<file path="src/rtl/ram_arbiter_if.sv">
// Request/response bundle between the core (fetch + LSU), the RAM arbiter and the SoC RAM.
// The arbiter connects through the slave modport; the core/RAM environment uses master.
interface ram_arbiter_if #(
    parameter int ADDR_W = 64
);
    logic              if_req;
    logic [ADDR_W-1:0] if_addr;
    logic              if_ack;
    logic [63:0]       if_rdata;
    logic              if_err;

    logic              d_req;
    logic              d_we;
    logic [1:0]        d_size;
    logic [ADDR_W-1:0] d_addr;
    logic [63:0]       d_wdata;
    logic              d_ack;
    logic [63:0]       d_rdata;
    logic              d_err;

    logic              ram_rw;
    logic [ADDR_W-1:0] ram_addr;
    logic [63:0]       ram_write;
    logic [63:0]       ram_read;
    logic              ram_exc;

    modport slave (
        input  if_req, if_addr, d_req, d_we, d_size, d_addr, d_wdata, ram_read, ram_exc,
        output if_ack, if_rdata, if_err, d_ack, d_rdata, d_err, ram_rw, ram_addr, ram_write
    );

    modport master (
        output if_req, if_addr, d_req, d_we, d_size, d_addr, d_wdata, ram_read, ram_exc,
        input  if_ack, if_rdata, if_err, d_ack, d_rdata, d_err, ram_rw, ram_addr, ram_write
    );
endinterface

</file>
<file path="src/rtl/ram_arbiter.sv">
// Shares the single-port 64-bit RAM between instruction fetch and load/store, with lane
// extraction and read-modify-write. Define RAM_ARB_RR_EN for strict round-robin arbitration.
module ram_arbiter #(
    parameter int STARVE_MAX = 4,
    parameter int ADDR_W     = 64
) (
    input  logic          clk,
    input  logic          rst,
    ram_arbiter_if.slave  bus
);

    typedef enum logic [2:0] {
        IDLE   = 3'd0,
        I_RD   = 3'd1,
        D_RD   = 3'd2,
        RMW_RD = 3'd3,
        D_WR   = 3'd4,
        RESP   = 3'd5
    } state_t;

    localparam logic [ADDR_W-1:0] ALIGN_MASK = ~(ADDR_W'(7));

    state_t            state_r;
    logic              ram_rw_r;
    logic [ADDR_W-1:0] ram_addr_r;
    logic [63:0]       ram_write_r;
    logic              if_ack_r;
    logic [63:0]       if_rdata_r;
    logic              if_err_r;
    logic              d_ack_r;
    logic [63:0]       d_rdata_r;
    logic              d_err_r;
    logic [1:0]        size_r;
    logic [2:0]        off_r;
    logic [63:0]       wdata_r;
    logic              grant_d_s;
    logic              grant_i_s;

`ifdef RAM_ARB_RR_EN
    logic              prio_i_r;
`else
    localparam int CNT_W = (STARVE_MAX < 1) ? 1 : $clog2(STARVE_MAX + 1);
    logic [CNT_W-1:0]  starve_cnt_r;
`endif

    function automatic logic [63:0] size_mask_f(input logic [1:0] sz);
        logic [63:0] m;
        case (sz)
            2'd0:    m = 64'h0000_0000_0000_00ff;
            2'd1:    m = 64'h0000_0000_0000_ffff;
            2'd2:    m = 64'h0000_0000_ffff_ffff;
            default: m = 64'hffff_ffff_ffff_ffff;
        endcase
        return m;
    endfunction

    function automatic logic misaligned_f(input logic [2:0] off, input logic [1:0] sz);
        logic bad;
        case (sz)
            2'd0:    bad = 1'b0;
            2'd1:    bad = off[0];
            2'd2:    bad = (off[1:0] != 2'd0);
            default: bad = (off != 3'd0);
        endcase
        return bad;
    endfunction

    // Byte lanes offset .. offset+2^size-1 of the old cell take the low bytes of the store data.
    function automatic logic [63:0] merge_f(input logic [63:0] old_cell, input logic [63:0] wd,
                                            input logic [2:0] off, input logic [1:0] sz);
        logic [63:0] lane_m;
        lane_m = size_mask_f(sz) << {off, 3'b000};
        return (old_cell & ~lane_m) | ((wd << {off, 3'b000}) & lane_m);
    endfunction

    // Grant decision for the current IDLE cycle.
    always_comb begin
        grant_d_s = 1'b0;
        grant_i_s = 1'b0;
`ifdef RAM_ARB_RR_EN
        if (bus.d_req && bus.if_req) begin
            grant_d_s = ~prio_i_r;
            grant_i_s = prio_i_r;
        end else begin
            grant_d_s = bus.d_req;
            grant_i_s = bus.if_req;
        end
`else
        if (bus.d_req && !(bus.if_req && (starve_cnt_r == CNT_W'(STARVE_MAX)))) begin
            grant_d_s = 1'b1;
        end else begin
            grant_i_s = bus.if_req;
        end
`endif
    end

    // Transaction sequencer with registered RAM-side and requester-side outputs.
    always_ff @(posedge clk or posedge rst) begin
        if (rst) begin
            state_r      <= IDLE;
            ram_rw_r     <= 1'b0;
            ram_addr_r   <= '0;
            ram_write_r  <= 64'd0;
            if_ack_r     <= 1'b0;
            if_rdata_r   <= 64'd0;
            if_err_r     <= 1'b0;
            d_ack_r      <= 1'b0;
            d_rdata_r    <= 64'd0;
            d_err_r      <= 1'b0;
            size_r       <= 2'd0;
            off_r        <= 3'd0;
            wdata_r      <= 64'd0;
`ifdef RAM_ARB_RR_EN
            prio_i_r     <= 1'b0;
`else
            starve_cnt_r <= '0;
`endif
        end else begin
            if_ack_r <= 1'b0;
            d_ack_r  <= 1'b0;
            ram_rw_r <= 1'b0;
            case (state_r)
                IDLE: begin
                    if (grant_d_s) begin
                        ram_addr_r <= bus.d_addr & ALIGN_MASK;
                        size_r     <= bus.d_size;
                        off_r      <= bus.d_addr[2:0];
                        wdata_r    <= bus.d_wdata;
                        if (misaligned_f(bus.d_addr[2:0], bus.d_size)) begin
                            d_err_r <= 1'b1;
                            d_ack_r <= 1'b1;
                            state_r <= RESP;
                        end else if (!bus.d_we) begin
                            state_r <= D_RD;
                        end else if (bus.d_size == 2'd3) begin
                            ram_write_r <= bus.d_wdata;
                            ram_rw_r    <= 1'b1;
                            state_r     <= D_WR;
                        end else begin
                            state_r <= RMW_RD;
                        end
                    end else if (grant_i_s) begin
                        ram_addr_r <= bus.if_addr & ALIGN_MASK;
                        state_r    <= I_RD;
                    end else begin
                        state_r <= IDLE;
                    end
`ifdef RAM_ARB_RR_EN
                    // The loser of a contested grant wins the next contested one.
                    if (bus.d_req && bus.if_req) begin
                        prio_i_r <= ~prio_i_r;
                    end else begin
                        prio_i_r <= prio_i_r;
                    end
`else
                    if (!bus.if_req || grant_i_s) begin
                        starve_cnt_r <= '0;
                    end else if (grant_d_s) begin
                        starve_cnt_r <= starve_cnt_r + CNT_W'(1);
                    end else begin
                        starve_cnt_r <= starve_cnt_r;
                    end
`endif
                end
                I_RD: begin
                    if_rdata_r <= bus.ram_read;
                    if_err_r   <= bus.ram_exc;
                    if_ack_r   <= 1'b1;
                    state_r    <= RESP;
                end
                D_RD: begin
                    d_rdata_r <= (bus.ram_read >> {off_r, 3'b000}) & size_mask_f(size_r);
                    d_err_r   <= bus.ram_exc;
                    d_ack_r   <= 1'b1;
                    state_r   <= RESP;
                end
                RMW_RD: begin
                    ram_write_r <= merge_f(bus.ram_read, wdata_r, off_r, size_r);
                    if (bus.ram_exc) begin
                        d_err_r <= 1'b1;
                        d_ack_r <= 1'b1;
                        state_r <= RESP;
                    end else begin
                        ram_rw_r <= 1'b1;
                        state_r  <= D_WR;
                    end
                end
                D_WR: begin
                    d_err_r <= bus.ram_exc;
                    d_ack_r <= 1'b1;
                    state_r <= RESP;
                end
                RESP: begin
                    state_r <= IDLE;
                end
                default: begin
                    state_r <= IDLE;
                end
            endcase
        end
    end

    assign bus.ram_rw    = ram_rw_r;
    assign bus.ram_addr  = ram_addr_r;
    assign bus.ram_write = ram_write_r;
    assign bus.if_ack    = if_ack_r;
    assign bus.if_rdata  = if_rdata_r;
    assign bus.if_err    = if_err_r;
    assign bus.d_ack     = d_ack_r;
    assign bus.d_rdata   = d_rdata_r;
    assign bus.d_err     = d_err_r;

endmodule

</file>
<file path="src/flat_wrapper.sv">
// flat-port wrapper written by rule: the top's interface ports become plain ports
module ram_arbiter_flat 
#(
    parameter int STARVE_MAX = 4,
    parameter int ADDR_W     = 64
)
  (clk, rst, bus_if_req, bus_if_addr, bus_d_req, bus_d_we, bus_d_size, bus_d_addr, bus_d_wdata, bus_ram_read, bus_ram_exc, bus_if_ack, bus_if_rdata, bus_if_err, bus_d_ack, bus_d_rdata, bus_d_err, bus_ram_rw, bus_ram_addr, bus_ram_write);
  ram_arbiter_if #(.ADDR_W(ADDR_W)) bus_i ();
  input  logic clk;
  input  logic rst;
  input wire logic [$bits(bus_i.if_req)-1:0] bus_if_req;
  input wire logic [$bits(bus_i.if_addr)-1:0] bus_if_addr;
  input wire logic [$bits(bus_i.d_req)-1:0] bus_d_req;
  input wire logic [$bits(bus_i.d_we)-1:0] bus_d_we;
  input wire logic [$bits(bus_i.d_size)-1:0] bus_d_size;
  input wire logic [$bits(bus_i.d_addr)-1:0] bus_d_addr;
  input wire logic [$bits(bus_i.d_wdata)-1:0] bus_d_wdata;
  input wire logic [$bits(bus_i.ram_read)-1:0] bus_ram_read;
  input wire logic [$bits(bus_i.ram_exc)-1:0] bus_ram_exc;
  output wire logic [$bits(bus_i.if_ack)-1:0] bus_if_ack;
  output wire logic [$bits(bus_i.if_rdata)-1:0] bus_if_rdata;
  output wire logic [$bits(bus_i.if_err)-1:0] bus_if_err;
  output wire logic [$bits(bus_i.d_ack)-1:0] bus_d_ack;
  output wire logic [$bits(bus_i.d_rdata)-1:0] bus_d_rdata;
  output wire logic [$bits(bus_i.d_err)-1:0] bus_d_err;
  output wire logic [$bits(bus_i.ram_rw)-1:0] bus_ram_rw;
  output wire logic [$bits(bus_i.ram_addr)-1:0] bus_ram_addr;
  output wire logic [$bits(bus_i.ram_write)-1:0] bus_ram_write;
  assign bus_i.if_req = bus_if_req;
  assign bus_i.if_addr = bus_if_addr;
  assign bus_i.d_req = bus_d_req;
  assign bus_i.d_we = bus_d_we;
  assign bus_i.d_size = bus_d_size;
  assign bus_i.d_addr = bus_d_addr;
  assign bus_i.d_wdata = bus_d_wdata;
  assign bus_i.ram_read = bus_ram_read;
  assign bus_i.ram_exc = bus_ram_exc;
  assign bus_if_ack = bus_i.if_ack;
  assign bus_if_rdata = bus_i.if_rdata;
  assign bus_if_err = bus_i.if_err;
  assign bus_d_ack = bus_i.d_ack;
  assign bus_d_rdata = bus_i.d_rdata;
  assign bus_d_err = bus_i.d_err;
  assign bus_ram_rw = bus_i.ram_rw;
  assign bus_ram_addr = bus_i.ram_addr;
  assign bus_ram_write = bus_i.ram_write;
  ram_arbiter #(.STARVE_MAX(STARVE_MAX), .ADDR_W(ADDR_W)) u_core (.clk(clk), .rst(rst), .bus(bus_i));
endmodule
</file>
<file path="config.mk">
export PLATFORM = sky130hd
export DESIGN_NAME = ram_arbiter_flat
export DESIGN_NICKNAME = d
export VERILOG_FILES = /design/src/rtl/ram_arbiter_if.sv /design/src/rtl/ram_arbiter.sv /design/src/flat_wrapper.sv
export SDC_FILE = /design/constraint.sdc
export NUM_CORES = 1
export LEC_CHECK = 0
export ABC_AREA = 1
export BUFFER_PORTS_ARGS = -buffer_cell sky130_fd_sc_hd__buf_2
export CAP_MARGIN = 20
export CORE_MARGIN = 3
export CORE_UTILIZATION = 29
export CTS_CLUSTER_SIZE = 8
export DETAILED_ROUTE_END_ITERATION = 6
export PLACE_DENSITY = 0.62
export SLEW_MARGIN = 25
export SYNTH_ARGS = -nofsm -noshare
export SYNTH_HDL_FRONTEND = slang
export SYNTH_SLANG_ARGS = --single-unit
</file>
<file path="constraint.sdc">
create_clock -name clk -period 9.69 [get_ports clk]
set_input_delay 0.4845 -clock clk [delete_from_list [all_inputs] [get_ports clk]]
set_output_delay 0.4845 -clock clk [all_outputs]
set_load 0.005 [all_outputs]
</file>
# Word-level counts from Yosys, hierarchy flattened

Cells that the tools add are included.

Equality and inequality tests: 16
Bitwise operators: 5
Shifts and indexed selects: 3
Add/sub/neg operators: 1
Reductions and logical operators: 21
Multiplexer cells: 39

Operators with widths:

| operator                                                              | count |
|---|---|
| 64-bit 2-to-1 mux                                                     | 8 |
| 64-bit bitwise AND                                                    | 3 |
| 64-bit one-hot mux with 3 select lines                                | 1 |
| 64-bit one-hot mux with 2 select lines                                | 1 |
| 64-bit by 6-bit << shifter with 64-bit output                         | 2 |
| 64-bit NOT                                                            | 1 |
| 64-bit bitwise OR                                                     | 1 |
| 64-bit by 6-bit right shift with 64-bit output                        | 1 |
| 1-bit 2-to-1 mux                                                      | 18 |
| 3-bit 2-to-1 mux                                                      | 6 |
| 1-bit one-hot mux with 3 select lines                                 | 3 |
| 3-bit one-hot mux with 3 select lines                                 | 1 |
| 2-bit nonzero test                                                    | 4 |
| 2-bit equality test, second input constant                            | 3 |
| 3-bit by 2-bit equality test with 1-bit output, second input constant | 2 |
| 3-bit equality test, second input constant                            | 2 |
| 2-bit by 1-bit != test with 1-bit output, second input constant       | 3 |
| 2-bit != test, second input constant                                  | 3 |
| 2-bit AND reduction                                                   | 3 |
| 3-bit nonzero test                                                    | 2 |
| 5-bit AND reduction                                                   | 1 |
| 2-bit by 1-bit equality test with 1-bit output, second input constant | 2 |
| 2-bit zero test                                                       | 2 |
| 4-bit AND reduction                                                   | 1 |
| other kinds (9)                                                       | 11 |

Logic and storage cells: 99
Flip-flop bits (word level): 336
Input bits: 264
Output and inout port bits: 261

# Logic depth before layout (Yosys ltp)

Gate-level depths: netlist (run 1).

Word-level depth: 10
Depth in mapped cells: 13
Gate-level depth less buffers: 12

# Worst setup path after synthesis (run 1)

No wires, ideal clock.

Path type: reg-to-reg
Start: reg u_core.starve_cnt_r[0]
End: reg u_core.ram_write_r[56] (netlist: u_core.bus.ram_write[56])
Library setup time: 0.117 ns
Path slack: 8.022 ns
Required time: 9.573 ns
Clock period less this slack: 1.668 ns
Cell stages (with the launch flop): 14
Arrival time: 1.551 ns
Cell sequence: dfrtp_1 inv_1 ha_1 nand3_1 nand2_1 nor2_4 nand3_4 nand2_4 inv_2 buf_2 nand2_1 nand2_1 inv_1 nand2_1

Cells in the longest elaborated chain, start to end: 7

RTL lines:

| element                                                   | line               | source |
|---|---|---|
| start: declaration                                        | ram_arbiter.sv:43  | `logic [CNT_W-1:0] starve_cnt_r;` |
| start signal: assignment                                  | ram_arbiter.sv:159 | `starve_cnt_r <= starve_cnt_r + CNT_W'(1);` |
| start signal: assignment                                  | ram_arbiter.sv:161 | `starve_cnt_r <= starve_cnt_r;` |
| 3-bit equality test                                       | ram_arbiter.sv:89  | `if (bus.d_req && !(bus.if_req && (starve_cnt_r == CNT_W'(STARVE_MAX)))) begin` |
| 1-bit logical AND                                         | ram_arbiter.sv:89  |  |
| 1-bit zero test                                           | ram_arbiter.sv:89  |  |
| 1-bit logical AND                                         | ram_arbiter.sv:89  |  |
| 1-bit 2-to-1 mux                                          | ram_arbiter.sv:89  |  |
| 2-bit by 1-bit != test with 1-bit output (no source line) | -                  |  |
| 5-bit AND reduction (no source line)                      | -                  |  |
| end signal: assignment                                    | ram_arbiter.sv:136 | `ram_write_r <= bus.d_wdata;` |
| end signal: assignment                                    | ram_arbiter.sv:178 | `ram_write_r <= merge_f(bus.ram_read, wdata_r, off_r, size_r);` |
| end: declaration                                          | ram_arbiter.sv:26  | `logic [63:0] ram_write_r;` |

Every way passes these cells.
A chain may end at the register's enable or synchronous reset.

# Final worst setup path (run 1)

Start: reg u_core.starve_cnt_r[0]
End: reg u_core.ram_write_r[62] (netlist: u_core.bus.ram_write[62])

The elaborated chain is that of the path after synthesis.

==> impl_summary.md, run 1 <==
Run status
The flow ran to the end, and the final reports show no timing, DRC or antenna violations.

Layout
The final cell count without fillers is 3503. The area used by multi-input combinational logic is 0.00762 mm2. After routing the design area is 0.0215 mm2. The area used by sequential logic in the layout is 0.00834 mm2. After filler insertion, the fill cell instance count of the layout stands at 6334. Cells fill 37.0% of the core in the end. Cells with a size suffix above 1 make up 23.4% of the layout. The area growth from synthesis to layout is 25.2%. At the end of the flow, the number of nets in the layout was 2986.

Clocking
For the worst-skew pair, the clock arrives at the later sink with an insertion delay of 0.60 ns. The number of setup buffers added after CTS is 0. The H-tree depth is 2. Clock tree synthesis selected as its root buffer the cell sky130_fd_sc_hd__clkbuf_16. Buffers inserted to repair hold after CTS numbered 0.

The total clock buffers created by CTS is 48. Post-CTS repair changed the size of 0 cells. The tree built by TritonCTS fans out to 333 sinks.

TritonCTS built the clock tree. The clock-pin slew reported for the worst setup and hold paths after clock tree synthesis is 0.05 ns. The maximum buffer depth of the clock tree is 3.

STA
The worst path needs 3.66 ns of the cycle, external delays included. The final worst-path setup slack is 6.03 ns. Hold is met by 0.0422 ns. The count of final setup violators is 0. Setup repair after global routing left no endpoint under its margin.

At the pin with the least slew margin, the transition time is 1.04 ns. In the final timing run, aggregate negative setup slack is 0 ns. The timing-limited maximum frequency is 0.273 GHz. The final count of hold timing violations is 0. The final clock skew is 0.0322 ns. The worst slew margin relative to its limit is 30.6%. The fraction of the cycle the final worst path needs is 37.8%.

The number of slew-limit violations in the final report is 0.

Worst setup path
The type of element capturing the critical path is a flop. Along the worst path, the maximum fanout reaches 60. The required time at the endpoint of the critical path is 10.16 ns. The number of cells on the worst reg-to-reg path is 14. The arrival time of the worst setup path is 4.13 ns. The worst setup path is launched from a flop. The classification of the worst setup path is reg -> reg.

Pwr
Combinational logic is responsible for 45.2% of the overall power. In this run switching power makes up 44.9% of total power. The switching component of the power is 3.30 mW. The cell-internal power is 4.05 mW. The final total power is 7.35 mW.

Dividing total power by cell area gives a power density of 341 mW/mm2. The clock network fraction of total power is 20.8%. In this run the static leakage power is 10.7 nW.

The worst supply voltage drop on vdd is 161 uV. Sequential cells burn 34.0% of the power.

GRT
The maximum number of pins on one net before global-route repair is 169. The initial antenna violation count is 22. The first global-routing pass estimated 115 mm of wire. The number of global-route vias before repair is 17200.

Across every metal layer, demand over resource in global routing totals 24.7%. The total overflow left after global routing is 0.

Worst hold path
The worst hold-check path type is in -> async.

Yosys
By area the synthesized netlist is led by sky130_fd_sc_hd__dfrtp_1 48%, sky130_fd_sc_hd__o21ai_0 14%, sky130_fd_sc_hd__nand2_1 14%. The synthesized design contains 333 register bits. The count of yosys warnings during synthesis is 0. The portion of the post-synthesis area used by sequential elements is 48.4%. The share of the synthesized area in the top cell type is 48.4%.

The synthesized netlist devotes 0.145% of its cell area to adder and majority cells. The post-synthesis share of cell area spent on xor and xnor gates is 0.0509%. Summing the areas of all compound-gate instances in the mapped netlist gives 21.8% of the synthesized area. The mux contribution to synthesized area is 0%. The area of the mapped netlist is 0.0172 mm2. The synthesized instance count is 2289. The synthesized netlist contains 33 unique library cells. After Yosys synthesis, and, or, nand and nor cells account for 22.1% of the synthesized area. Of all cell types, the one taking the most synthesized area is sky130_fd_sc_hd__dfrtp_1.

The average instance in the mapped netlist occupies 7.52 um2. By area, the combinational part of the netlist is dominated by simple AND/OR/NAND/NOR gates.

Place
The number of instances in the placed design is 3435. Prior to clock tree synthesis, the placed netlist has a worst setup slack of 6.00 ns. The congestion estimate from routability-driven global placement came to 0.927.

The placed wire-length estimate after detailed placement is 60.6 mm. Input and output buffers added on the ports amount to 518. After detailed placement, the total cell area comes to 0.0202 mm2.

Detailed routing
The number of detailed-route iterations in the first pass is 7. The count of nets left with antenna violations after detail routing is 0. The per-cell routed wire length is 22.8 um. The violation count after the first detailed-route iteration is 1402. The remaining design rule violation count is 0. The average vias per placed instance is 5.15.

The routed design has 79.8 mm of wire. The final route contains 18000 vias.

Die
The floorplan has 88 rows. Pin placement for this block handled 525 I/O pins. The die area is 0.0623 mm2. The die extent in y is 250 um. The area inside the core boundary is 0.0582 mm2.

The die is 250 um wide. The starting density of the core is 29.5%.

Run
The reported max-cap violation count is 0.
cell usage after synthesis:
library cell	n
sky130_fd_sc_hd__o211ai_1	35
sky130_fd_sc_hd__a22o_1	22
sky130_fd_sc_hd__a21oi_1	99
sky130_fd_sc_hd__buf_6	3
sky130_fd_sc_hd__o21ai_1	36
sky130_fd_sc_hd__xor2_1	1
sky130_fd_sc_hd__a211oi_1	7
sky130_fd_sc_hd__buf_2	65
sky130_fd_sc_hd__nor2_4	3
sky130_fd_sc_hd__nand3_1	111
sky130_fd_sc_hd__nor3_4	2
sky130_fd_sc_hd__buf_4	10
sky130_fd_sc_hd__nor2_1	156
sky130_fd_sc_hd__a31oi_1	12
sky130_fd_sc_hd__nand3_2	1
sky130_fd_sc_hd__nand2_1	648
sky130_fd_sc_hd__dfrtp_1	333
sky130_fd_sc_hd__nand3_4	1
sky130_fd_sc_hd__conb_1	1
sky130_fd_sc_hd__or2_2	7
sky130_fd_sc_hd__o21ai_0	489
sky130_fd_sc_hd__ha_1	2
sky130_fd_sc_hd__inv_2	10
sky130_fd_sc_hd__o21ai_2	1
sky130_fd_sc_hd__buf_1	10
sky130_fd_sc_hd__nor3_1	1
sky130_fd_sc_hd__o22ai_1	7
sky130_fd_sc_hd__inv_1	132
sky130_fd_sc_hd__nor2_8	1
sky130_fd_sc_hd__nor2_2	4
sky130_fd_sc_hd__clkbuf_1	73
sky130_fd_sc_hd__nand2_4	1
sky130_fd_sc_hd__nand2_2	5
power by group through the flow:
stage          Combinational [mW]  Sequential (mW)  Clock [mW]
6_report                     3.32             2.50        1.53
5_1_grt                      3.69             2.57        1.61
3_5_place_dp                 3.33             2.49           0
2_1_floorplan                1.96             2.42           0
4_1_cts                      3.34             2.49        1.56
3_3_place_gp                 3.29             2.48           0
kinds of logic after synthesis:
| group | Yosys count |
|---|---|
| other | 1 |
| DFF | 333 |
| AOI/OAI and AO/OA | 708 |
| adders and majority gates | 2 |
| buffers and inverters | 303 |
| and+or+nand+nor | 941 |
| xor gates and xnor gates | 1 |
placed cells by master (no fill, tap or decap), types with 2 or more instances in the layout:
cell type and count:
sky130_fd_sc_hd__o21ai_0 489, sky130_fd_sc_hd__clkbuf_16 48, sky130_fd_sc_hd__nand2_1 647, sky130_fd_sc_hd__o211ai_1 35, sky130_fd_sc_hd__dfrtp_1 331, sky130_fd_sc_hd__conb_1 3, sky130_fd_sc_hd__clkinv_2 2, sky130_fd_sc_hd__nor2_2 3
sky130_fd_sc_hd__nor3_4 2, sky130_fd_sc_hd__clkbuf_1 3, sky130_fd_sc_hd__nor2_4 5, sky130_fd_sc_hd__o22ai_1 7, sky130_fd_sc_hd__diode_2 11, sky130_fd_sc_hd__a211oi_1 7, sky130_fd_sc_hd__buf_4 19, sky130_fd_sc_hd__a31oi_1 12
sky130_fd_sc_hd__buf_2 518, sky130_fd_sc_hd__nand3_1 111, sky130_fd_sc_hd__ha_1 2, sky130_fd_sc_hd__a21oi_1 99, sky130_fd_sc_hd__clkbuf_8 3, sky130_fd_sc_hd__nand2_2 6, sky130_fd_sc_hd__a22o_1 22, sky130_fd_sc_hd__o21ai_1 36
sky130_fd_sc_hd__inv_2 12, sky130_fd_sc_hd__inv_1 128, sky130_fd_sc_hd__buf_6 2, sky130_fd_sc_hd__or2_2 7, sky130_fd_sc_hd__nor2_1 155
registers in the layout (all words and copies together), names as in the netlist, 2 cells and up:
name and cells:
u_core.starve_cnt_r 3, u_core.size_r 2, u_core.bus.if_rdata 64, u_core.off_r 3, u_core.bus.ram_addr 61, u_core.state_r 3, u_core.wdata_r 64, u_core.bus.d_rdata 64
u_core.bus.ram_write 64
layer usage:
metal  share of wire (%)  track usage [%]
met1                  39             30.0
met2                  49             42.2
met3                 8.7             6.40
met4                 3.9             8.92
met5                0.13                0
worst paths after layout:
| kind | startpoint | end | slack [ns] |
|---|---|---|---|
| min in group clk | bus_d_wdata[55] | u_core.wdata_r[55] | 0.11 |
| min | rst | u_core.bus.d_ack | 0.04 |
| min reg2reg | u_core.bus.d_rdata[19] | u_core.bus.d_rdata[19] | 0.47 |
| max | u_core.starve_cnt_r[0] | u_core.bus.ram_write[62] | 6.03 |
| max reg2reg | u_core.starve_cnt_r[0] | u_core.bus.ram_write[62] | 6.03 |
| max in group asynchronous | rst | u_core.bus.d_rdata[29] | 8.20 |
worst max-delay path: stages, from the launching register on:
cell                      delay (ns)
sky130_fd_sc_hd__dfrtp_1        0.39
sky130_fd_sc_hd__inv_1          0.06
sky130_fd_sc_hd__ha_1           0.19
sky130_fd_sc_hd__nand3_1        0.09
sky130_fd_sc_hd__nand2_2        0.05
sky130_fd_sc_hd__buf_4          0.25
sky130_fd_sc_hd__nor2_4         0.11
sky130_fd_sc_hd__buf_4          0.46
sky130_fd_sc_hd__nand3_4        0.54
sky130_fd_sc_hd__nand2_4        0.73
sky130_fd_sc_hd__inv_2          0.37
sky130_fd_sc_hd__nand2_1        0.14
sky130_fd_sc_hd__nand2_1        0.06
sky130_fd_sc_hd__inv_1          0.05
sky130_fd_sc_hd__nand2_1        0.05
final cells by class:
cell class	count	area share (%)
diodes	11	0.128
clock buffers	54	5.82
clock inverters	3	0.139
inverters	142	2.50
multi-input cells	1655	35.4
flip-flops and latches	333	38.7
well taps	765	4.44
repair buffers	540	12.9
Note: power is estimated with default switching activity, not from simulation.
==> run 2: changes to the inputs <==
--- a/config.mk
+++ b/config.mk
@@ -12,7 +12,7 @@
 export CORE_UTILIZATION = 29
 export CTS_CLUSTER_SIZE = 8
 export DETAILED_ROUTE_END_ITERATION = 6
-export PLACE_DENSITY = 0.62
+export PLACE_DENSITY = 0.6
 export SLEW_MARGIN = 25
 export SYNTH_ARGS = -nofsm -noshare
 export SYNTH_HDL_FRONTEND = slang
==> constraint.sdc (replaced) <==
create_clock -name clk -period 3.8 [get_ports clk]
set_input_delay 0.19 -clock clk [delete_from_list [all_inputs] [get_ports clk]]
set_output_delay 0.19 -clock clk [all_outputs]
set_load 0.005 [all_outputs]
==> impl_summary.md, run 2 (synthesis gave the netlist of run 1 again) <==
Pwr
The leakage power summed over all cells came to 11.8 nW (was 10.7 nW). The worst supply voltage drop on vdd is 378 uV (was 161 uV). The final total power is 19.5 mW (was 7.35 mW). The part of the total power dissipated in combinational logic is 46.9% (was 45.2%). The switching part of the total came to 43.6% (was 44.9%).

The switching component of the power is 8.49 mW (was 3.30 mW). The clock network fraction of total power is 20.0% (was 20.8%). The power density normalized to cell area was 814 mW/mm2 (was 341 mW/mm2). The fraction of power consumed by sequential logic is 33.0% (was 34.0%).

The cell-internal power is 11.0 mW (was 4.05 mW).

Die
The overall die width is 250 um (unchanged). The area inside the core boundary came to 0.0582 mm2 (unchanged). The starting density of the core is 29.5% (unchanged).

The I/O pin total is 525 (unchanged). The die extent in y is 250 um (unchanged). The site row count is 88 (unchanged). The die area came to 0.0623 mm2 (unchanged).

Clocking
The buffer count from post-CTS setup fixing came to 0 (unchanged). The clock-pin slew reported for the worst setup and hold paths after clock tree synthesis came to 0.06 ns (was 0.05 ns). The total clock buffers created by CTS is 48 (unchanged).

The clock tree from TritonCTS is done (unchanged). The maximum buffer depth of the clock tree came to 3 (unchanged). The latest clock arrival within the worst-skew pair is 0.60 ns (about the same). The H-tree depth is 2 (unchanged). The number of sinks driven by the clock tree was 333 (unchanged). The clock root buffer master is sky130_fd_sc_hd__clkbuf_16 (unchanged).

STA
The worst slew margin relative to its limit came to 39.8% (was 30.6%). The final worst-path setup slack is 0.998 ns (was 6.03 ns). The fraction of the cycle the final worst path needs was 73.7% (was 37.8%). The post-layout minimum cycle time is 2.80 ns (was 3.66 ns). The tightest hold margin is 0.0179 ns (was 0.0422 ns). The count of final setup violators is 0 (unchanged).

The final clock skew is 0.0432 ns (was 0.0322 ns). The timing-limited maximum frequency is 0.357 GHz (was 0.273 GHz). The sum of negative setup slack is 0 ns (unchanged).

The number of slew-limit violations in the final report is 0 (unchanged). The slew at the pin closest to its max-slew limit is 0.903 ns (was 1.04 ns). The final count of hold timing violations is 0 (unchanged).

Setup repair after global routing missed its margin: false (unchanged).

Worst hold path
The number of cells on the worst hold path is 3. The startpoint of the tightest hold check path is bus_ram_read[2]. The worst hold-check path type is in -> reg (was in -> async). The hold-critical path endpoint is u_core.bus.if_rdata[2].

Place
The placed wire-length estimate after detailed placement came to 59.8 mm (was 60.6 mm). The number of instances in the placed design is 3446 (was 3435). The total placed instance area is 0.0204 mm2 (was 0.0202 mm2). The pre-CTS setup slack is 1.12 ns (was 6.00 ns). The placer's final routability congestion estimate is 0.913 (was 0.927). The total of buffers placed on input and output ports is 518 (unchanged).

GRT
The total overflow reported by the global router is 0 (unchanged). The number of global-route vias before repair was 18300 (was 17200). The global-route track usage on met1 was 31.1% (was 30.0%). The initial antenna violation count was 7 (was 22). The met3 demand-to-capacity share in global routing is 5.63% (was 6.40%).

The busiest layer in global routing is met2 (unchanged). The maximum number of pins on one net before global-route repair is 131 (was 169). The wire length of the first global-routing pass was 118 mm (was 115 mm). The global routing usage on met2 was 42.4% (was 42.2%). The global routing usage summed across all routing layers came to 25.1% (was 24.7%).

Layout
The final standard cell utilization of the core is 41.0% (was 37.0%). The number of nets in the final layout is 3221 (was 2986). The final-layout fill cell count is 6071 (was 6334). Most frequent cells in the layout: 647 x sky130_fd_sc_hd__nand2_1, 518 x sky130_fd_sc_hd__buf_2, 489 x sky130_fd_sc_hd__o21ai_0 (unchanged). The area used by sequential logic in the layout came to 0.00834 mm2 (unchanged).

The post-synthesis to final-layout area growth is 38.9% (was 25.2%). The fraction of final layout cells sized beyond drive strength 1 is 21.9% (was 23.4%). The final cell count without fillers is 3733 (was 3503). The design area was 0.0239 mm2 (was 0.0215 mm2). The most common cell after layout, fill and taps aside is sky130_fd_sc_hd__nand2_1 (unchanged). The area used by multi-input combinational logic is 0.00762 mm2 (unchanged).

Worst setup path
The required time at the endpoint of the critical path is 4.30 ns (was 10.16 ns). The reg-to-reg critical path endpoint was u_core.bus.ram_write[34] (was u_core.bus.ram_write[62]). The classification of the worst setup path is reg -> reg (unchanged). The element type at the critical path start is a flop (unchanged). The type of element capturing the critical path was a flop (unchanged).

The worst reg-to-reg path cell count is 9 (was 14). The largest fanout of any net on the critical path was 89 (was 60). The reg-to-reg startpoint is u_core.off_r[0] (was u_core.starve_cnt_r[0]). The arrival time of the worst setup path is 3.30 ns (was 4.13 ns). The register-to-register setup slack came to 1.0 ns (was 6.03 ns).

Run
The reported max-cap violation count came to 0 (unchanged).

Detailed routing
The average vias per placed instance came to 5.07 (was 5.15). The total detailed-routing wirelength is 81.2 mm (was 79.8 mm). The count of nets left with antenna violations after detail routing came to 0 (unchanged).

The violation count after the first detailed-route iteration came to 1753 (was 1402). The number of detailed-route iterations in the first pass is 6 (was 7). The total number of vias is 18900 (was 18000).

The remaining design rule violation count came to 0 (unchanged). The per-cell routed wire length is 21.7 um (was 22.8 um).

Run status
Result of the run: finished clean (unchanged).
-- run 2: layout make-up --
class                      instances  area share [%]
tap                              765            4.00
sequential                       333            34.9
clock buffer                      54            5.21
inverter                         142            2.25
timing repair buffer             775            21.6
clock inverter                     4           0.115
antenna                            5          0.0523
multi-input combinational       1655            31.9
-- run 2: worst max path at each step --
stage                                from                       end  slack, ns  depth (start not counted)
after floorplan                       rst          u_core.bus.d_ack      -0.84                          1
after global placement    u_core.off_r[0]  u_core.bus.ram_write[34]       1.18                          9
after detailed placement  u_core.off_r[0]  u_core.bus.ram_write[34]       1.12                          9
after CTS                 u_core.off_r[0]  u_core.bus.ram_write[34]       1.07                          9
after global routing      u_core.off_r[0]  u_core.bus.ram_write[34]       0.79                          9
final                     u_core.off_r[0]  u_core.bus.ram_write[34]        1.0                          9
-- run 2: power by group through the flow --
| stage | Clock, mW | Sequential (mW) | Combinational (mW) |
|---|---|---|---|
| 4_1_cts | 3.99 | 6.40 | 9.13 |
| 2_1_floorplan | 0 | 6.17 | 5.00 |
| 3_3_place_gp | 0 | 6.39 | 8.30 |
| 3_5_place_dp | 0 | 6.42 | 8.39 |
| 6_report | 3.90 | 6.43 | 9.14 |
| 5_1_grt | 4.13 | 6.61 | 10.2 |
-- run 2: layer usage --
layer	up-vias	share of wire (%)
met5	-	0.030
met4	4	4.0
met3	145	8.1
met2	882	48
met1	9004	40
li1	8880	-
-- run 2: repair_timing --
item                                   4_1_cts  5_1_grt
resized for setup                            0        0
hold buffers                               224        0
endpoints found under the hold margin      241        0
-- run 2: critical path: stages (launching register included) --
cell	delay, ns
sky130_fd_sc_hd__dfrtp_4	0.99
sky130_fd_sc_hd__nor2_2	0.18
sky130_fd_sc_hd__nand2_1	0.27
sky130_fd_sc_hd__buf_4	0.25
sky130_fd_sc_hd__nand2_1	0.22
sky130_fd_sc_hd__inv_1	0.33
sky130_fd_sc_hd__nand2_1	0.12
sky130_fd_sc_hd__nand2_1	0.12
sky130_fd_sc_hd__nand2_1	0.11
sky130_fd_sc_hd__nand2_1	0.08
==> run 3: changes to the inputs <==
--- a/config.mk
+++ b/config.mk
@@ -5,14 +5,14 @@
 export SDC_FILE = /design/constraint.sdc
 export NUM_CORES = 1
 export LEC_CHECK = 0
-export ABC_AREA = 1
+export ABC_AREA = 0
 export BUFFER_PORTS_ARGS = -buffer_cell sky130_fd_sc_hd__buf_2
 export CAP_MARGIN = 20
 export CORE_MARGIN = 3
 export CORE_UTILIZATION = 29
 export CTS_CLUSTER_SIZE = 8
 export DETAILED_ROUTE_END_ITERATION = 6
-export PLACE_DENSITY = 0.6
+export PLACE_DENSITY = 0.62
 export SLEW_MARGIN = 25
 export SYNTH_ARGS = -nofsm -noshare
 export SYNTH_HDL_FRONTEND = slang
==> constraint.sdc (replaced) <==
create_clock -name clk -period 2.5 [get_ports clk]
set_input_delay 0.125 -clock clk [delete_from_list [all_inputs] [get_ports clk]]
set_output_delay 0.125 -clock clk [all_outputs]
set_load 0.005 [all_outputs]
==> impl_summary.md, run 3 <==
STA
The worst slew margin relative to its limit was 47.3% (was 39.8%). The slew at the pin closest to its max-slew limit was 0.787 ns (was 0.903 ns). The count of final setup violators came to 0 (unchanged).

The number of slew-limit violations in the final report was 0 (unchanged). The fraction of the cycle the final worst path needs is 94.5% (was 73.7%). The sum of negative setup slack is 0 ns (unchanged).

The final clock skew was 0.0165 ns (was 0.0432 ns). The final worst-path setup slack is 0.137 ns (was 0.998 ns). The final count of hold timing violations is 0 (unchanged). The post-layout minimum cycle time came to 2.36 ns (was 2.80 ns). Setup repair after global routing missed its margin: false (unchanged).

The timing-limited maximum frequency is 0.423 GHz (was 0.357 GHz).

Die
The site row count is 88 (unchanged). The I/O pin total came to 525 (unchanged). The area inside the core boundary is 0.0579 mm2 (was 0.0582 mm2).

The die area is 0.0618 mm2 (was 0.0623 mm2). The overall die width was 249 um (was 250 um). The starting density of the core is 29.5% (about the same). The die extent in y is 249 um (was 250 um).

Detailed routing
The remaining design rule violation count was 0 (unchanged). The violation count after the first detailed-route iteration was 1358 (was 1753). The per-cell routed wire length is 25.2 um (was 21.7 um).

The average vias per placed instance came to 5.27 (was 5.07). The number of detailed-route iterations in the first pass is 5 (was 6). The total number of vias was 16900 (was 18900). The count of nets left with antenna violations after detail routing is 0 (unchanged). The total detailed-routing wirelength was 80.7 mm (was 81.2 mm).

Yosys
The share of flip-flops with an asynchronous set or reset after synthesis is 100% (unchanged). The share of the synthesized area in the top cell type is 48.8% (was 48.4%). Ranking of synthesized cells by instance count: 333 x sky130_fd_sc_hd__dfrtp_1, 228 x sky130_fd_sc_hd__nand2_1, 167 x sky130_fd_sc_hd__mux2_2, 119 x sky130_fd_sc_hd__nor2_1, 102 x sky130_fd_sc_hd__mux2i_1 (was 648 x sky130_fd_sc_hd__nand2_1, 489 x sky130_fd_sc_hd__o21ai_0, 333 x sky130_fd_sc_hd__dfrtp_1, 156 x sky130_fd_sc_hd__nor2_1, 132 x sky130_fd_sc_hd__inv_1). The synthesized instance count is 1649 (was 2289). The number of enable-type register cells in the synthesized netlist was 0 (unchanged). The post-synthesis register bit count is 333 (unchanged). The most instantiated library cell after synthesis is sky130_fd_sc_hd__dfrtp_1 (was sky130_fd_sc_hd__nand2_1). The post-synthesis average cell area came to 10.3 um2 (was 7.52 um2). The unique cell type count in the Yosys netlist is 54 (was 33). The portion of the post-synthesis area used by sequential elements is 48.8% (was 48.4%). The most used flip-flop cell after synthesis is sky130_fd_sc_hd__dfrtp_1 (unchanged). The largest area contributor in the synthesized netlist is sky130_fd_sc_hd__dfrtp_1 (unchanged). The count of yosys warnings during synthesis is 0 (unchanged). The area of the mapped netlist is 0.0171 mm2 (was 0.0172 mm2).

Largest cells by area after synthesis: sky130_fd_sc_hd__dfrtp_1 49%, sky130_fd_sc_hd__mux2_2 11%, sky130_fd_sc_hd__mux2i_1 6.0% (was sky130_fd_sc_hd__dfrtp_1 48%, sky130_fd_sc_hd__o21ai_0 14%, sky130_fd_sc_hd__nand2_1 14%).

Run status
Result of the run: finished clean (unchanged).

Worst setup path
The total stage count of the critical path is 8 (was 9). The classification of the worst setup path is reg -> reg (unchanged). Cell breakdown of the critical path: inv_1 -> ha_1 -> nand3_1 -> and2_2 -> buf_12 -> nand2_1 -> a31oi_1 -> dlygate4sd3_1 (was nor2_2 -> nand2_1 -> buf_4 -> nand2_1 -> inv_1 -> nand2_1 -> nand2_1 -> nand2_1 -> nand2_1). The arrival time of the worst setup path was 2.82 ns (was 3.30 ns). The largest fanout of any net on the critical path is 32 (was 89). The required time at the endpoint of the critical path came to 2.96 ns (was 4.30 ns).

The count of buffering cells on the critical path with inverters included is 3 (was 2). The highest cell delay on the worst timing path is 0.58 ns (was 0.99 ns). The type of element capturing the critical path is a flop (unchanged).

The kind of cell with the highest combined delay on the critical path is buffers and inverters (was simple AND/OR/NAND/NOR gates). The cell with the biggest individual delay on the critical path is sky130_fd_sc_hd__dlygate4sd3_1 (was sky130_fd_sc_hd__dfrtp_4). The element type at the critical path start is a flop (unchanged). The worst reg-to-reg path cell count came to 8 (was 9).

Worst hold path
The worst hold-check path type was in -> reg (unchanged). The number of cells on the worst hold path is 2 (was 3).

Place
The placed wire-length estimate after detailed placement is 60.2 mm (was 59.8 mm). The pre-CTS setup slack is 0.222 ns (was 1.12 ns). The total of buffers placed on input and output ports is 518 (unchanged). The number of instances in the placed design is 2878 (was 3446). The placer's final routability congestion estimate is 0.936 (was 0.913). The total placed instance area is 0.0207 mm2 (was 0.0204 mm2).

Run
The reported max-cap violation count was 0 (unchanged).

Layout
The fraction of final layout cells sized beyond drive strength 1 was 35.2% (was 21.9%). The final-layout fill cell count is 5510 (was 6071). The final cell count without fillers came to 3207 (was 3733). The final standard cell utilization of the core came to 42.6% (was 41.0%). Most frequent cells in the layout: 518 x sky130_fd_sc_hd__buf_2, 330 x sky130_fd_sc_hd__dfrtp_1, 257 x sky130_fd_sc_hd__dlygate4sd3_1 (was 647 x sky130_fd_sc_hd__nand2_1, 518 x sky130_fd_sc_hd__buf_2, 489 x sky130_fd_sc_hd__o21ai_0).

The design area came to 0.0247 mm2 (was 0.0239 mm2). The post-synthesis to final-layout area growth came to 44.6% (was 38.9%). The most common cell after layout, fill and taps aside is sky130_fd_sc_hd__buf_2 (was sky130_fd_sc_hd__nand2_1). The number of nets in the final layout is 2690 (was 3221).

Pwr
The worst supply voltage drop on vdd is 521 uV (was 378 uV). The leakage power summed over all cells is 11.3 nW (was 11.8 nW). The power density normalized to cell area was 1250 mW/mm2 (was 814 mW/mm2).

GRT
The global routing usage summed across all routing layers is 25.3% (was 25.1%). The total overflow reported by the global router is 0 (unchanged). The wire length of the first global-routing pass is 118 mm (about the same). The maximum number of pins on one net before global-route repair was 84 (was 131). The number of global-route vias before repair is 17700 (was 18300). The initial antenna violation count was 11 (was 7).

Clocking
The clock root buffer master is sky130_fd_sc_hd__clkbuf_16 (unchanged). The number of sinks driven by the clock tree was 333 (unchanged). The maximum buffer depth of the clock tree came to 3 (unchanged). The latest clock arrival within the worst-skew pair came to 0.58 ns (was 0.60 ns).

The clock tree from TritonCTS is done (unchanged). The total clock buffers created by CTS was 48 (unchanged). The clock-pin slew reported for the worst setup and hold paths after clock tree synthesis was 0.05 ns (was 0.06 ns). The H-tree depth was 2 (unchanged).
==> run 3: cell types whose count changed after synthesis, sizes merged, moves of 41 or more <==
cell / previous run / this run
nand3: 113 / 3
a31oi: 12 / 70
a211oi: 7 / 55
nand2: 654 / 230
mux2: 0 / 167
nor2: 164 / 123
mux2i: 0 / 102
inv: 142 / 5
o21ai: 526 / 92
==> run 3: repair_timing <==
action / CTS / global route
endpoints found under the setup margin: 0 / 31
endpoints found under the hold margin: 290 / 0
resized for setup: 0 / 1
setup buffers: 0 / 3
hold buffers: 257 / 0
==> run 3: layer usage <==
layer  up-vias  share of wire (%)  GRT usage, %
met5         -              0.024             0
met4         4                5.1          11.6
met3       185                7.1          5.59
met2       845                 49          44.1
met1      8356                 39          29.6
li1       7523                  -             -
==> run 3: final timing paths <==
path | start | to | slack (ns)
worst max register to register | u_core.starve_cnt_r[0] | u_core.bus.ram_addr[11] | 0.14
max in group asynchronous | rst | u_core.bus.d_rdata[20] | 1.41
min in group asynchronous | rst | u_core.state_r[0] | 0.17
worst min-delay path | bus_ram_read[49] | u_core.bus.if_rdata[49] | 0.05
worst max-delay path | u_core.starve_cnt_r[0] | u_core.bus.ram_addr[11] | 0.14
worst min register to register | u_core.bus.d_rdata[17] | u_core.bus.d_rdata[17] | 0.48
==> run 3: worst reg2reg max path: stages, from the launching register on <==
cell and delay, ns:
sky130_fd_sc_hd__dfrtp_1 0.39, sky130_fd_sc_hd__inv_1 0.10, sky130_fd_sc_hd__ha_1 0.16, sky130_fd_sc_hd__nand3_1 0.23, sky130_fd_sc_hd__and2_2 0.35, sky130_fd_sc_hd__buf_12 0.18, sky130_fd_sc_hd__nand2_1 0.15, sky130_fd_sc_hd__a31oi_1 0.09
sky130_fd_sc_hd__dlygate4sd3_1 0.58
==> run 3: cells by family after synthesis <==
family	Yosys count	synth area share, %
adder cells (fa/ha/maj)	2	0.147
flip-flops	333	48.8
XOR/XNOR	1	0.0514
buffers and inverters	144	4.64
multiplexers	276	17.9
AO/OA/AOI/OAI	435	16.5
other	1	0.0220
AND/OR/NAND/NOR	457	11.8
==> run 3: layout make-up <==
type | instances | area (um2) | area share (%)
Sequential cell | 333 | 8340 | 33.8
Multi-Input combinational cell | 1174 | 7970 | 32.3
Timing Repair Buffer | 861 | 6040 | 24.5
Clock buffer | 57 | 1270 | 5.13
Tap cell | 765 | 957 | 3.88
Clock inverter | 3 | 47.5 | 0.193
Inverter | 6 | 26.3 | 0.107
Antenna cell | 8 | 20.0 | 0.0812
==> run 3: metrics by stage <==
step / hold slack [ns] / power, mW
floorplan: 0.237 / 17.8
global placement: 0.228 / 23.8
detailed placement: 0.229 / 24.1
CTS: 0.00660 / 30.9
global route: 0.0268 / 32.7
finish: 0.0488 / 31.0
==> run 3: report_power, final <==
part	switching [mW]	internal (mW)
Sequential	2.15	7.86
Clock	2.43	3.60
Combinational	7.85	7.07
